`config.mk`:
```
export PLATFORM = sky130hd
export DESIGN_NAME = if_fetch_stage
export DESIGN_NICKNAME = d
export VERILOG_FILES = /design/src/rtl/if_fetch_stage.sv
export SDC_FILE = /design/constraint.sdc
export NUM_CORES = 1
export LEC_CHECK = 0
export BUFFER_PORTS_ARGS = -buffer_cell sky130_fd_sc_hd__buf_4
export CAP_MARGIN = 40
export CORE_ASPECT_RATIO = 1.2
export CORE_MARGIN = 2
export CORE_UTILIZATION = 51
export DETAILED_ROUTE_END_ITERATION = 12
export GPL_TIMING_DRIVEN = 0
export PLACE_DENSITY = 0.78
export SLEW_MARGIN = 20
export SYNTH_ARGS = -nofsm -noshare
export SYNTH_HDL_FRONTEND = slang
export SYNTH_SLANG_ARGS = --single-unit
```
`constraint.sdc`:
```
create_clock -name clk -period 8.33 [get_ports clk]
set_input_delay 1.666 -clock clk [delete_from_list [all_inputs] [get_ports clk]]
set_output_delay 1.666 -clock clk [all_outputs]
set_load 0.01 [all_outputs]
```
`src/rtl/if_fetch_stage.sv`:
```
// Instruction-fetch stage: owns the PC, drives im_addr, buffers fetched words
// in a small FIFO and presents {pc, inst, flags} downstream via valid/ready.
// A misaligned or out-of-window PC produces one flagged entry and halts
// fetching until the next redirect.
//
// state    | meaning
// ---------+-----------------------------------------------------------
// ST_FETCH | issue one fetch per cycle whenever the FIFO can take it
// ST_HALT  | flagged entry issued; pc held, no fetch until redirect
module if_fetch_stage #(
  parameter logic [63:0] RESET_PC     = 64'h0,
  parameter int          IM_ADDR_BITS = 14,
  parameter int          FIFO_DEPTH   = 2
) (
  input  logic        clk,
  input  logic        rst_n,
  output logic [63:0] im_addr,
  input  logic [31:0] im_dout,
  input  logic        redirect_valid,
  input  logic [63:0] redirect_pc,
  output logic        out_valid,
  input  logic        out_ready,
  output logic [63:0] out_pc,
  output logic [31:0] out_inst,
  output logic        out_misalign,
  output logic        out_fault
);

  localparam int PTR_W = (FIFO_DEPTH > 2) ? $clog2(FIFO_DEPTH) : 1;
  localparam int CNT_W = $clog2(FIFO_DEPTH + 1);

  typedef enum logic {
    ST_FETCH = 1'b0,
    ST_HALT  = 1'b1
  } state_t;

  state_t            state;
  logic [63:0]       pc;
  logic [PTR_W-1:0]  rd_ptr;
  logic [PTR_W-1:0]  wr_ptr;
  logic [CNT_W-1:0]  count;

  logic [63:0]       fifo_pc   [FIFO_DEPTH];
  logic [31:0]       fifo_inst [FIFO_DEPTH];
  logic              fifo_mis  [FIFO_DEPTH];
  logic              fifo_flt  [FIFO_DEPTH];

  logic              pop;
  logic              push;
  logic              full;
  logic              fetch_misalign;
  logic              fetch_fault;
  logic              fetch_flagged;
  logic [31:0]       fetch_inst;
  logic [CNT_W-1:0]  count_after_pop;
  logic [CNT_W-1:0]  count_next;
  logic [PTR_W-1:0]  rd_ptr_next;
  logic [PTR_W-1:0]  wr_ptr_next;
  logic [63:0]       head_pc_next;
  logic [31:0]       head_inst_next;
  logic              head_mis_next;
  logic              head_flt_next;

  // The fetch address is the PC register itself, no input feeds it.
  assign im_addr = pc;

  // Handshake, push enable and flag classification of the word being fetched.
  always_comb begin
    pop            = out_valid && out_ready;
    full           = (count == CNT_W'(FIFO_DEPTH));
    push           = (state == ST_FETCH) && !redirect_valid && (!full || pop);
    fetch_misalign = (pc[1:0] != 2'b00);
    fetch_fault    = !fetch_misalign && (pc[63:IM_ADDR_BITS] != '0);
    fetch_flagged  = fetch_misalign || fetch_fault;
    fetch_inst     = fetch_flagged ? 32'h0 : im_dout;
  end

  // Next occupancy, pointers, and the entry that will sit at the head after the edge.
  always_comb begin
    count_after_pop = pop ? (count - CNT_W'(1)) : count;
    count_next      = push ? (count_after_pop + CNT_W'(1)) : count_after_pop;
    rd_ptr_next     = pop ? (rd_ptr + PTR_W'(1)) : rd_ptr;
    wr_ptr_next     = push ? (wr_ptr + PTR_W'(1)) : wr_ptr;
    if (redirect_valid) begin
      count_next  = '0;
      rd_ptr_next = wr_ptr;
      wr_ptr_next = wr_ptr;
    end
    // When the FIFO drains to nothing but a push arrives, the new word
    // bypasses the storage array straight into the output registers.
    if (count_after_pop == '0) begin
      head_pc_next   = pc;
      head_inst_next = fetch_inst;
      head_mis_next  = fetch_misalign;
      head_flt_next  = fetch_fault;
    end else begin
      head_pc_next   = fifo_pc[rd_ptr_next];
      head_inst_next = fifo_inst[rd_ptr_next];
      head_mis_next  = fifo_mis[rd_ptr_next];
      head_flt_next  = fifo_flt[rd_ptr_next];
    end
  end

  // FIFO storage; contents only matter while counted, so no reset is needed.
  always_ff @(posedge clk) begin
    if (push) begin
      fifo_pc[wr_ptr]   <= pc;
      fifo_inst[wr_ptr] <= fetch_inst;
      fifo_mis[wr_ptr]  <= fetch_misalign;
      fifo_flt[wr_ptr]  <= fetch_fault;
    end
  end

  // FIFO bookkeeping and the registered head view presented downstream.
  always_ff @(posedge clk or negedge rst_n) begin
    if (!rst_n) begin
      rd_ptr       <= '0;
      wr_ptr       <= '0;
      count        <= '0;
      out_valid    <= 1'b0;
      out_pc       <= 64'h0;
      out_inst     <= 32'h0;
      out_misalign <= 1'b0;
      out_fault    <= 1'b0;
    end else begin
      rd_ptr    <= rd_ptr_next;
      wr_ptr    <= wr_ptr_next;
      count     <= count_next;
      out_valid <= (count_next != '0);
      // Fields hold their last values whenever nothing is left to show.
      if (count_next != '0) begin
        out_pc       <= head_pc_next;
        out_inst     <= head_inst_next;
        out_misalign <= head_mis_next;
        out_fault    <= head_flt_next;
      end
    end
  end

  // PC / fetch state machine; redirect wins over everything else.
  always_ff @(posedge clk or negedge rst_n) begin
    if (!rst_n) begin
      pc    <= RESET_PC;
      state <= ST_FETCH;
    end else if (redirect_valid) begin
      pc    <= redirect_pc;
      state <= ST_FETCH;
    end else if (push) begin
      if (fetch_flagged) begin
        state <= ST_HALT;
      end else begin
        pc <= pc + 64'd4;
      end
    end
  end

endmodule

```
Yosys cells after proc, flatten, opt, wreduce, memory -nomap -nowiden

Memories as Yosys holds them, arrays and structs flattened.
Cells that the tools add are included.

$add $sub $neg: 5
Eq/ne operators: 2
Mux-type cells: 18
Bitwise gates (word level): 2
Reductions and logical operators: 18

Operator list:

| cell                                              | number |
|---|---|
| 2-to-1 mux 64 bit                                 | 4 |
| adder 64 x 3 -> 64 bit (second input constant)    | 1 |
| 2-to-1 mux 32 bit                                 | 2 |
| nonzero test 50 bit                               | 1 |
| 2-to-1 mux 1 bit                                  | 9 |
| nonzero test 2 bit                                | 4 |
| 2-to-1 mux 2 bit                                  | 3 |
| AND reduction 2 bit                               | 3 |
| logical AND 1 bit                                 | 4 |
| logical NOT 1 bit                                 | 3 |
| adder 1 bit (second input constant)               | 2 |
| adder 2 x 1 -> 2 bit (second input constant)      | 1 |
| == test 2 bit (second input constant)             | 1 |
| logical NOT 2 bit                                 | 1 |
| logical OR 1 bit                                  | 2 |
| inequality test 2 bit (second input constant)     | 1 |
| inverter 1 bit                                    | 2 |
| subtractor 2 x 1 -> 2 bit (second input constant) | 1 |

Register bits after elaboration: 168
RAM bits: 196
Input bits: 100
Output and inout bits: 163
Logic and storage cells: 59
Memories: 4

Memory list:

| name      | depth | bits a word | read ports | clocked after Yosys merged registers in | write ports | RTL line | RTL |
|---|---|---|---|---|---|---|---|
| fifo_pc   | 2     | 64          | 1          | 0                                       | 1           | 43       | `logic [63:0] fifo_pc [FIFO_DEPTH];` |
| fifo_inst | 2     | 32          | 1          | 0                                       | 1           | 44       | `logic [31:0] fifo_inst [FIFO_DEPTH];` |
| fifo_flt  | 2     | 1           | 1          | 0                                       | 1           | 46       | `logic fifo_flt [FIFO_DEPTH];` |
| fifo_mis  | 2     | 1           | 1          | 0                                       | 1           | 45       | `logic fifo_mis [FIFO_DEPTH];` |

Logic depth before layout (Yosys ltp)

Gate-level depths: netlist of the first run.

Word-level depth: 7
Gate-level depth with buffers: 11
Gate-level depth less buffers: 9

Worst setup path before layout of the first run

Ideal clock, no wire load.

Path type: input-to-reg
Start: input redirect_valid
End: memory fifo_flt[0] (enable)
Setup time: 0.675 ns
Arrival: 8.949 ns
Data required time: 7.655 ns
Slack: -1.294 ns
Stages: 4
Buffers on the path: 3
Cell sequence: clkbuf_1 -> clkbuf_1 -> clkbuf_1 -> nor3_1

Cells in the longest elaborated chain, start to end: 5

RTL lines:

| element                                | RTL line | RTL |
|---|---|---|
| start, declared                        | 19       | `input logic redirect_valid,` |
| logical NOT 1 bit                      | 71       | `push = (state == ST_FETCH) && !redirect_valid && (!full \|\| pop);` |
| logical AND 1 bit (2 in series)        | 71       |  |
| 2-to-1 mux 1 bit                       | 106      | `if (push) begin` |
| 2-to-1 mux 1 bit (not written as such) | 110      | `fifo_flt[wr_ptr] <= fetch_fault;` |
| end, declared                          | 46       |  |

Every way passes these cells.

Worst setup path after layout of the first run

Start: input out_ready
End: register out_inst[8]

Cells in the longest elaborated chain, start to end: 6
Elaborated cells on any way between the ends: 13
Those cells by class: add/sub: 1; mux: 6; reduce/logical: 5; memory: 1

RTL lines:

| element                                                          | RTL line | RTL |
|---|---|---|
| start, declared                                                  | 22       | `input logic out_ready,` |
| logical AND 1 bit *                                              | 69       | `pop = out_valid && out_ready;` |
| 2-to-1 mux 2 bit / logical OR 1 bit (equally long branches)      | 80, 71   |  |
| adder 2 x 1 -> 2 bit / logical AND 1 bit (equally long branches) | 81, 71   |  |
| 2-to-1 mux 2 bit                                                 | 81       | `count_next = push ? (count_after_pop + CNT_W'(1)) : count_after_pop;` |
| 2-to-1 mux 2 bit                                                 | 84       | `if (redirect_valid) begin` |
| nonzero test 2 bit                                               | 131      | `if (count_next != '0) begin` |
| end signal, assigned                                             | 133      | `out_inst <= head_inst_next;` |
| end, declared                                                    | 24       | `output logic [31:0] out_inst,` |

Mark *: on every way between the ends. The rest lies on a longest branch, timed or not.
A chain may end at the register's enable or synchronous reset.

==> metrics.json, run 1 <==
{
  "outcome": {
    "result_of_the_run": "complete, no violations"
  },
  "global_routing": {
    "grt_start_max_net_pins": 73,
    "grt.met3_usage_pct": 4.772,
    "grt_use_met2_pct": 41.93,
    "groute.usage.overall_pct": 24.49,
    "initial_antenna_violation_count": 0,
    "grt_first_pass_wirelength_um": 58310,
    "first_global_vias": 10420,
    "grt_remaining_overflow": 0,
    "top_usage_layer": "met2",
    "grt_use_met1_pct": 31.18
  },
  "place": {
    "gp_routability_congestion": 0.8600,
    "dp_hpwl_um": 26510,
    "port_buffers": 261,
    "dp_slack_ps": 3853
  },
  "power_and_ir_drop": {
    "power.density_mw_per_mm2": 324.6,
    "totalPowerFinal_mw": 6.158,
    "peakVddDrop_mv": 0.1610,
    "leakagePower_nw": 7.784
  },
  "cts": {
    "post_cts_resize_count": 0,
    "cts_buffers": 36,
    "tritoncts_clock_tree": "done",
    "worst_skew_pair.late_latency_ps": 530,
    "cts-hold-fix-buffers": 0,
    "cts_root_buffer": "sky130_fd_sc_hd__clkbuf_16",
    "cts_sinks": 364,
    "postCtsSetupRepairBufs": 0,
    "worst_setup_hold_path_clk_slew_ps": 70,
    "cts.path.max_buffers": 3,
    "h_tree_level_count": 2
  },
  "detailed_routing": {
    "totalWireLength_um": 37970,
    "post_drt_via_cell_ratio": 5.734,
    "detail_route.iter0.violations": 646,
    "dr.pass1.iters": 5,
    "routed_wire_length_per_instance_um": 21.05,
    "num_vias": 10350,
    "antenna_left": 0,
    "remaining_drc_errors": 0
  },
  "sta": {
    "max_clock_freq_mhz": 246.8,
    "setup_slack_ps": 4278,
    "unrepaired_setup_endpoints_after_global_routing": "false",
    "timing_worst_slew_pin_value_ps": 779.8,
    "timing.slew.headroom_pct": 47.86,
    "final.min_clock_period_ps": 4052,
    "fin_tns_setup_ps": 0,
    "worst_hold_slack_ps": 484.3,
    "number_of_setup_violations_in_the_final_report": 0,
    "worst_clock_skew_ps": 22.92,
    "post-route-period-util_pct": 48.64,
    "hold_viol": 0,
    "timing.final.max_slew_violations": 0
  },
  "yosys": {
    "postSynthRegisterBits": 364,
    "post_synth_instance_area_mm2": 0.01505,
    "netlist-cell-type-count": 59,
    "synth_enable_flop_cells": 196,
    "syn-mean-instance-area_um2": 13.95,
    "asyncSetResetFlopFracSynth_pct": 46.15,
    "synth_top_flop_cell": "sky130_fd_sc_hd__edfxtp_1",
    "synth_fp_nets": 1182,
    "postSynthCellCount": 1079,
    "synth.yosys.warnings": 0,
    "seq_area_frac_synth_pct": 67.03
  },
  "setup_path": {
    "critical_path_peak_fanout": 10,
    "crit_path_end_kind": "register",
    "startpoint_type_of_the_worst_setup_path": "input pin",
    "worstSetupPathType": "in2reg",
    "timing.critical_path.required_ps": 8740,
    "critical_path.startpoint": "out_ready",
    "r2r_start": "count[0]$_DFF_PN0_",
    "cp_data_arrival_time_ps": 4460
  },
  "die": {
    "row_count": 68,
    "dieArea_mm2": 0.03091,
    "die_width_um": 160.8,
    "total_i_o_pin_count": 263,
    "fp.coreArea_mm2": 0.02893,
    "dieHeight_um": 192.2,
    "initial_core_util_pct": 52.04
  },
  "cells_and_area": {
    "post_route_cells_drive_above_1_share_pct": 29.25,
    "layout_common_cells": "261 x sky130_fd_sc_hd__buf_4, 196 x sky130_fd_sc_hd__edfxtp_1, 168 x sky130_fd_sc_hd__dfrtp_1",
    "fin_nets": 1494,
    "area.growth.synth_to_final_pct": 26.01,
    "antenna_cells_inserted": 0,
    "final_core_utilization_pct": 65.57,
    "layout.cells.most_common": "sky130_fd_sc_hd__buf_4"
  },
  "hold_path": {
    "min-delay-path-class": "reg2reg",
    "hold_start": "out_pc[51]$_DFFE_PN0P_"
  },
  "run": {
    "timing.max_cap.violations": 0
  }
}
[flip-flops by register name (all words and copies together), names as in the netlist]
register and flops:
count 2, fifo_flt 2, fifo_inst 64, fifo_mis 2, fifo_pc 128, im_addr 64
out_fault 1, out_inst 32, out_misalign 1, out_pc 64, out_valid 1, rd_ptr 1
state 1, wr_ptr 1
[worst max-delay path, stage by stage]
cell	delay, ps
sky130_fd_sc_hd__buf_4	140
sky130_fd_sc_hd__nand3b_1	100
sky130_fd_sc_hd__nand2_1	130
sky130_fd_sc_hd__inv_2	90
sky130_fd_sc_hd__ha_1	330
sky130_fd_sc_hd__clkbuf_1	570
sky130_fd_sc_hd__inv_1	220
sky130_fd_sc_hd__o2111ai_1	320
sky130_fd_sc_hd__clkbuf_1	470
sky130_fd_sc_hd__nor2_1	130
sky130_fd_sc_hd__a221o_1	280
[metal layers]
layer | vias to the layer above | wire (µm)
met4 | 0 | 1272
met2 | 442 | 18970
met1 | 5150 | 14970
met3 | 84 | 2755
met5 | - | 0
li1 | 4669 | -
[path summary, 6_finish.rpt]
check,end,slack (ps),cells after the start
max,out_inst[8]$_DFFE_PN0P_,4280,11
min,out_pc[51]$_DFFE_PN0P_,480,1
max reg2reg,out_inst[8]$_DFFE_PN0P_,4980,11
min reg2reg,out_pc[51]$_DFFE_PN0P_,480,1
max in group asynchronous,out_pc[10]$_DFFE_PN0P_,6320,3
min in group asynchronous,im_addr[33]$_DFFE_PN0P_,1000,1
[kinds of logic (layout without fill, tap and decap cells)]
kind of cell | Yosys count | after routing | synth area share, %
XOR/XNOR | 2 | 2 | 0.1164
AO/OA/AOI/OAI | 136 | 136 | 6.226
flip-flops | 364 | 364 | 67.03
AND/OR/NAND/NOR | 283 | 283 | 9.160
adder cells (fa/ha/maj) | 3 | 3 | 0.2494
buffers and inverters | 79 | 419 | 2.169
multiplexers | 212 | 212 | 15.05
[Yosys cell counts (all sizes together) (2+ instances only)]
cell / instances / area [µm²]
dfrtp: 168 / 4204
nor3: 68 / 345.3
buf: 24 / 115.1
a21bo: 2 / 20.02
clkbuf: 43 / 161.4
nand3: 7 / 35.03
or3: 4 / 25.02
inv: 10 / 37.54
o211ai: 2 / 15.01
a311oi: 2 / 17.52
o21ai: 72 / 360.3
a31oi: 6 / 37.54
a221o: 33 / 330.3
nand2b: 2 / 12.51
ha: 3 / 37.54
or2: 2 / 15.02
nand2: 108 / 405.4
nor2: 51 / 193.9
o41ai: 2 / 17.52
mux2: 115 / 1295
o21a: 2 / 15.01
edfxtp: 196 / 5886
o31a: 3 / 26.28
and4: 3 / 26.28
xor2: 2 / 17.52
and2: 3 / 18.77
o31ai: 2 / 15.01
nor2b: 2 / 12.51
nand4: 9 / 71.32
mux2i: 97 / 970.9
a221oi: 2 / 17.52
nor4: 15 / 145.1
or4: 4 / 33.78
and3: 2 / 12.51
[metrics by stage]
stage	cells	cell area, µm²
final	1804	18970
after detailed placement	1738	17750
after floorplan	1079	15060
after global placement	1725	17500
after global routing	1804	18970
after CTS	1804	18970
[layout make-up]
class / instances / area, µm²
buffer: 68 / 285.3
clock buffer: 52 / 1032
clock inverter: 14 / 185.2
fill: 2131 / 9960
inverter: 11 / 41.29
multi-input combinational: 636 / 4651
sequential: 364 / 10090
tap: 385 / 481.7
timing repair buffer: 274 / 2202
[power by group]
group / internal, mW / switching [mW] / leakage, nW
logic: 0.880 / 1.06 / 3.34
clock network: 0.992 / 0.678 / 0.583
registers: 2.32 / 0.229 / 3.86
Power figures use the tool's default switching activity.
==> run 2, diff against run 1 <==
Settings changed: CORE_UTILIZATION 51 to 56, PLACE_DENSITY 0.78 to 0.81.
Clock period 8.33 ns to 4.1 ns, I/O delays scaled along.
==> metrics.json, run 2 (same netlist as run 1, synthesis figures left out) <==
{
  "outcome": {
    "result_of_the_run": "complete, no violations"
  },
  "cts": {
    "worst_skew_pair.late_latency_ps": 530,
    "h_tree_level_count": 2,
    "cts.path.max_buffers": 3,
    "post_cts_resize_count": 0,
    "cts_buffers": 38,
    "worst_setup_hold_path_clk_slew_ps": 60,
    "cts_root_buffer": "sky130_fd_sc_hd__clkbuf_16",
    "postCtsSetupRepairBufs": 0,
    "cts-hold-fix-buffers": 0,
    "tritoncts_clock_tree": "done",
    "cts_sinks": 364
  },
  "sta": {
    "unrepaired_setup_endpoints_after_global_routing": "false",
    "worst_hold_slack_ps": 267.7,
    "worst_clock_skew_ps": 20.64,
    "post-route-period-util_pct": 81.60,
    "setup_slack_ps": 754.3,
    "max_clock_freq_mhz": 298.9,
    "number_of_setup_violations_in_the_final_report": 0,
    "final.min_clock_period_ps": 3346,
    "timing_worst_slew_pin_value_ps": 922.6,
    "timing.slew.headroom_pct": 38.16,
    "timing.final.max_slew_violations": 0,
    "hold_viol": 0
  },
  "detailed_routing": {
    "totalWireLength_um": 38860,
    "routed_wire_length_per_instance_um": 22.14,
    "dr.pass1.iters": 5,
    "antenna_left": 0,
    "remaining_drc_errors": 0,
    "detail_route.iter0.violations": 938,
    "num_vias": 10490,
    "post_drt_via_cell_ratio": 5.975
  },
  "cells_and_area": {
    "antenna_cells_inserted": 0,
    "fill_cell_total_of_the_finished_layout": 1771,
    "multiInputGateArea_mm2": 0.004651,
    "post_route_cells_drive_above_1_share_pct": 29.58,
    "total_area_of_sequential_cells_mm2": 0.01009,
    "layout_common_cells": "260 x sky130_fd_sc_hd__buf_4, 196 x sky130_fd_sc_hd__edfxtp_1, 168 x sky130_fd_sc_hd__dfrtp_1",
    "largest_register": "fifo_pc",
    "number_of_flip_flops_in_the_largest_register": 128,
    "layout.cells.most_common": "sky130_fd_sc_hd__buf_4",
    "instances_no_fill": 1755,
    "fin_nets": 1495,
    "area.growth.synth_to_final_pct": 26.03
  },
  "power_and_ir_drop": {
    "leakagePower_nw": 7.830,
    "power_switching_mw": 4.058,
    "power.sequential.fraction_pct": 40.7,
    "peakVddDrop_mv": 0.4303,
    "power.density_mw_per_mm2": 671.1,
    "clockPowerShare_pct": 28.1,
    "internal_power_mw": 8.674,
    "swShare_pct": 31.87,
    "power.combinational.fraction_pct": 31.3
  },
  "setup_path": {
    "cp_data_arrival_time_ps": 3740,
    "terminus_of_the_critical_flop_to_flop_path": "out_inst[7]$_DFFE_PN0P_",
    "worst_path_max_delay_cell": "sky130_fd_sc_hd__clkbuf_1",
    "critical_path_depth": 11,
    "crit_path_end_kind": "register",
    "startpoint_type_of_the_worst_setup_path": "register",
    "critical_path_peak_fanout": 10,
    "cell_family_contributing_the_most_delay_on_the_critical_path": "buffers and inverters",
    "worst-path-buf-inv": 4,
    "worstSetupPathType": "reg2reg",
    "ff2ff_setup_slack_ps": 750,
    "r2r_start": "count[0]$_DFF_PN0_",
    "timing.critical_path.cells": "inv_1 -> ha_1 -> nand3_1 -> and2_1 -> ha_1 -> clkbuf_1 -> inv_1 -> o2111ai_1 -> clkbuf_1 -> nor2_1 -> a221o_1",
    "timing.critical_path.required_ps": 4490,
    "ff2ff_path_depth": 11,
    "critPathMaxStageDelay_ps": 570
  },
  "die": {
    "initial_core_util_pct": 57.13,
    "dieHeight_um": 183.6,
    "die_width_um": 153.7,
    "fp.coreArea_mm2": 0.02635,
    "row_count": 65,
    "total_i_o_pin_count": 263,
    "dieArea_mm2": 0.02821
  },
  "place": {
    "port_buffers": 261,
    "dp_hpwl_um": 26680,
    "gp_routability_congestion": 0.8412,
    "dp_slack_ps": 393.9,
    "placedCellCount": 1686
  },
  "run": {
    "timing.max_cap.violations": 0
  },
  "global_routing": {
    "grt_remaining_overflow": 0,
    "first_global_vias": 10600,
    "grt_first_pass_wirelength_um": 60090,
    "initial_antenna_violation_count": 1,
    "grt_start_max_net_pins": 93,
    "groute.usage.overall_pct": 27.34
  },
  "hold_path": {
    "min-delay-path-class": "in2async"
  }
}
-- run 2: power by group through the flow --
stage / registers (mW) / clock network, mW / logic [mW]
after floorplan: 5.36 / 0 / 2.04
after global placement: 5.22 / 0 / 3.79
after detailed placement: 5.23 / 0 / 3.98
after CTS: 5.17 / 3.61 / 4.01
after global routing: 5.25 / 3.77 / 4.28
final: 5.18 / 3.58 / 3.98
-- run 2: worst max path at each step --
stage                            start                         end
floorplan               redirect_valid       fifo_flt[0]$_DFFE_PP_
global placement        redirect_valid  fifo_inst[0][21]$_DFFE_PP_
detailed placement           out_ready     out_inst[7]$_DFFE_PN0P_
CTS                 count[0]$_DFF_PN0_     out_inst[7]$_DFFE_PN0P_
global route        count[0]$_DFF_PN0_    out_inst[28]$_DFFE_PN0P_
finish              count[0]$_DFF_PN0_     out_inst[7]$_DFFE_PN0P_
-- run 2: cell type report --
cell class / instances / share of cell area [%]
buffer: 68 / 1.583
timing repair buffer: 273 / 11.44
tap: 335 / 2.209
clock inverter: 12 / 1.062
sequential: 364 / 53.18
multi-input combinational: 636 / 24.51
clock buffer: 56 / 5.797
inverter: 11 / 0.2176
-- run 2: metrics by stage --
step | power, mW | TNS (ps) | cell area, µm² | util [%]
after detailed placement | 9.210 | 0 | 17660 | 67.02
after global placement | 9.006 | -145160 | 17460 | 66.26
after CTS | 12.79 | 0 | 18960 | 71.96
final | 12.73 | 0 | 18970 | 72.00
after global routing | 13.30 | 0 | 18970 | 72.00
after floorplan | 7.401 | 0 | 15080 | -
-- run 2: metal layers --
layer,track usage (%),up-vias,share of wire (%)
met3,4.903,88,6.9
met5,0,-,0.031
li1,-,4668,-
met2,47.36,451,51
met4,8.367,2,3.0
met1,35.46,5277,39
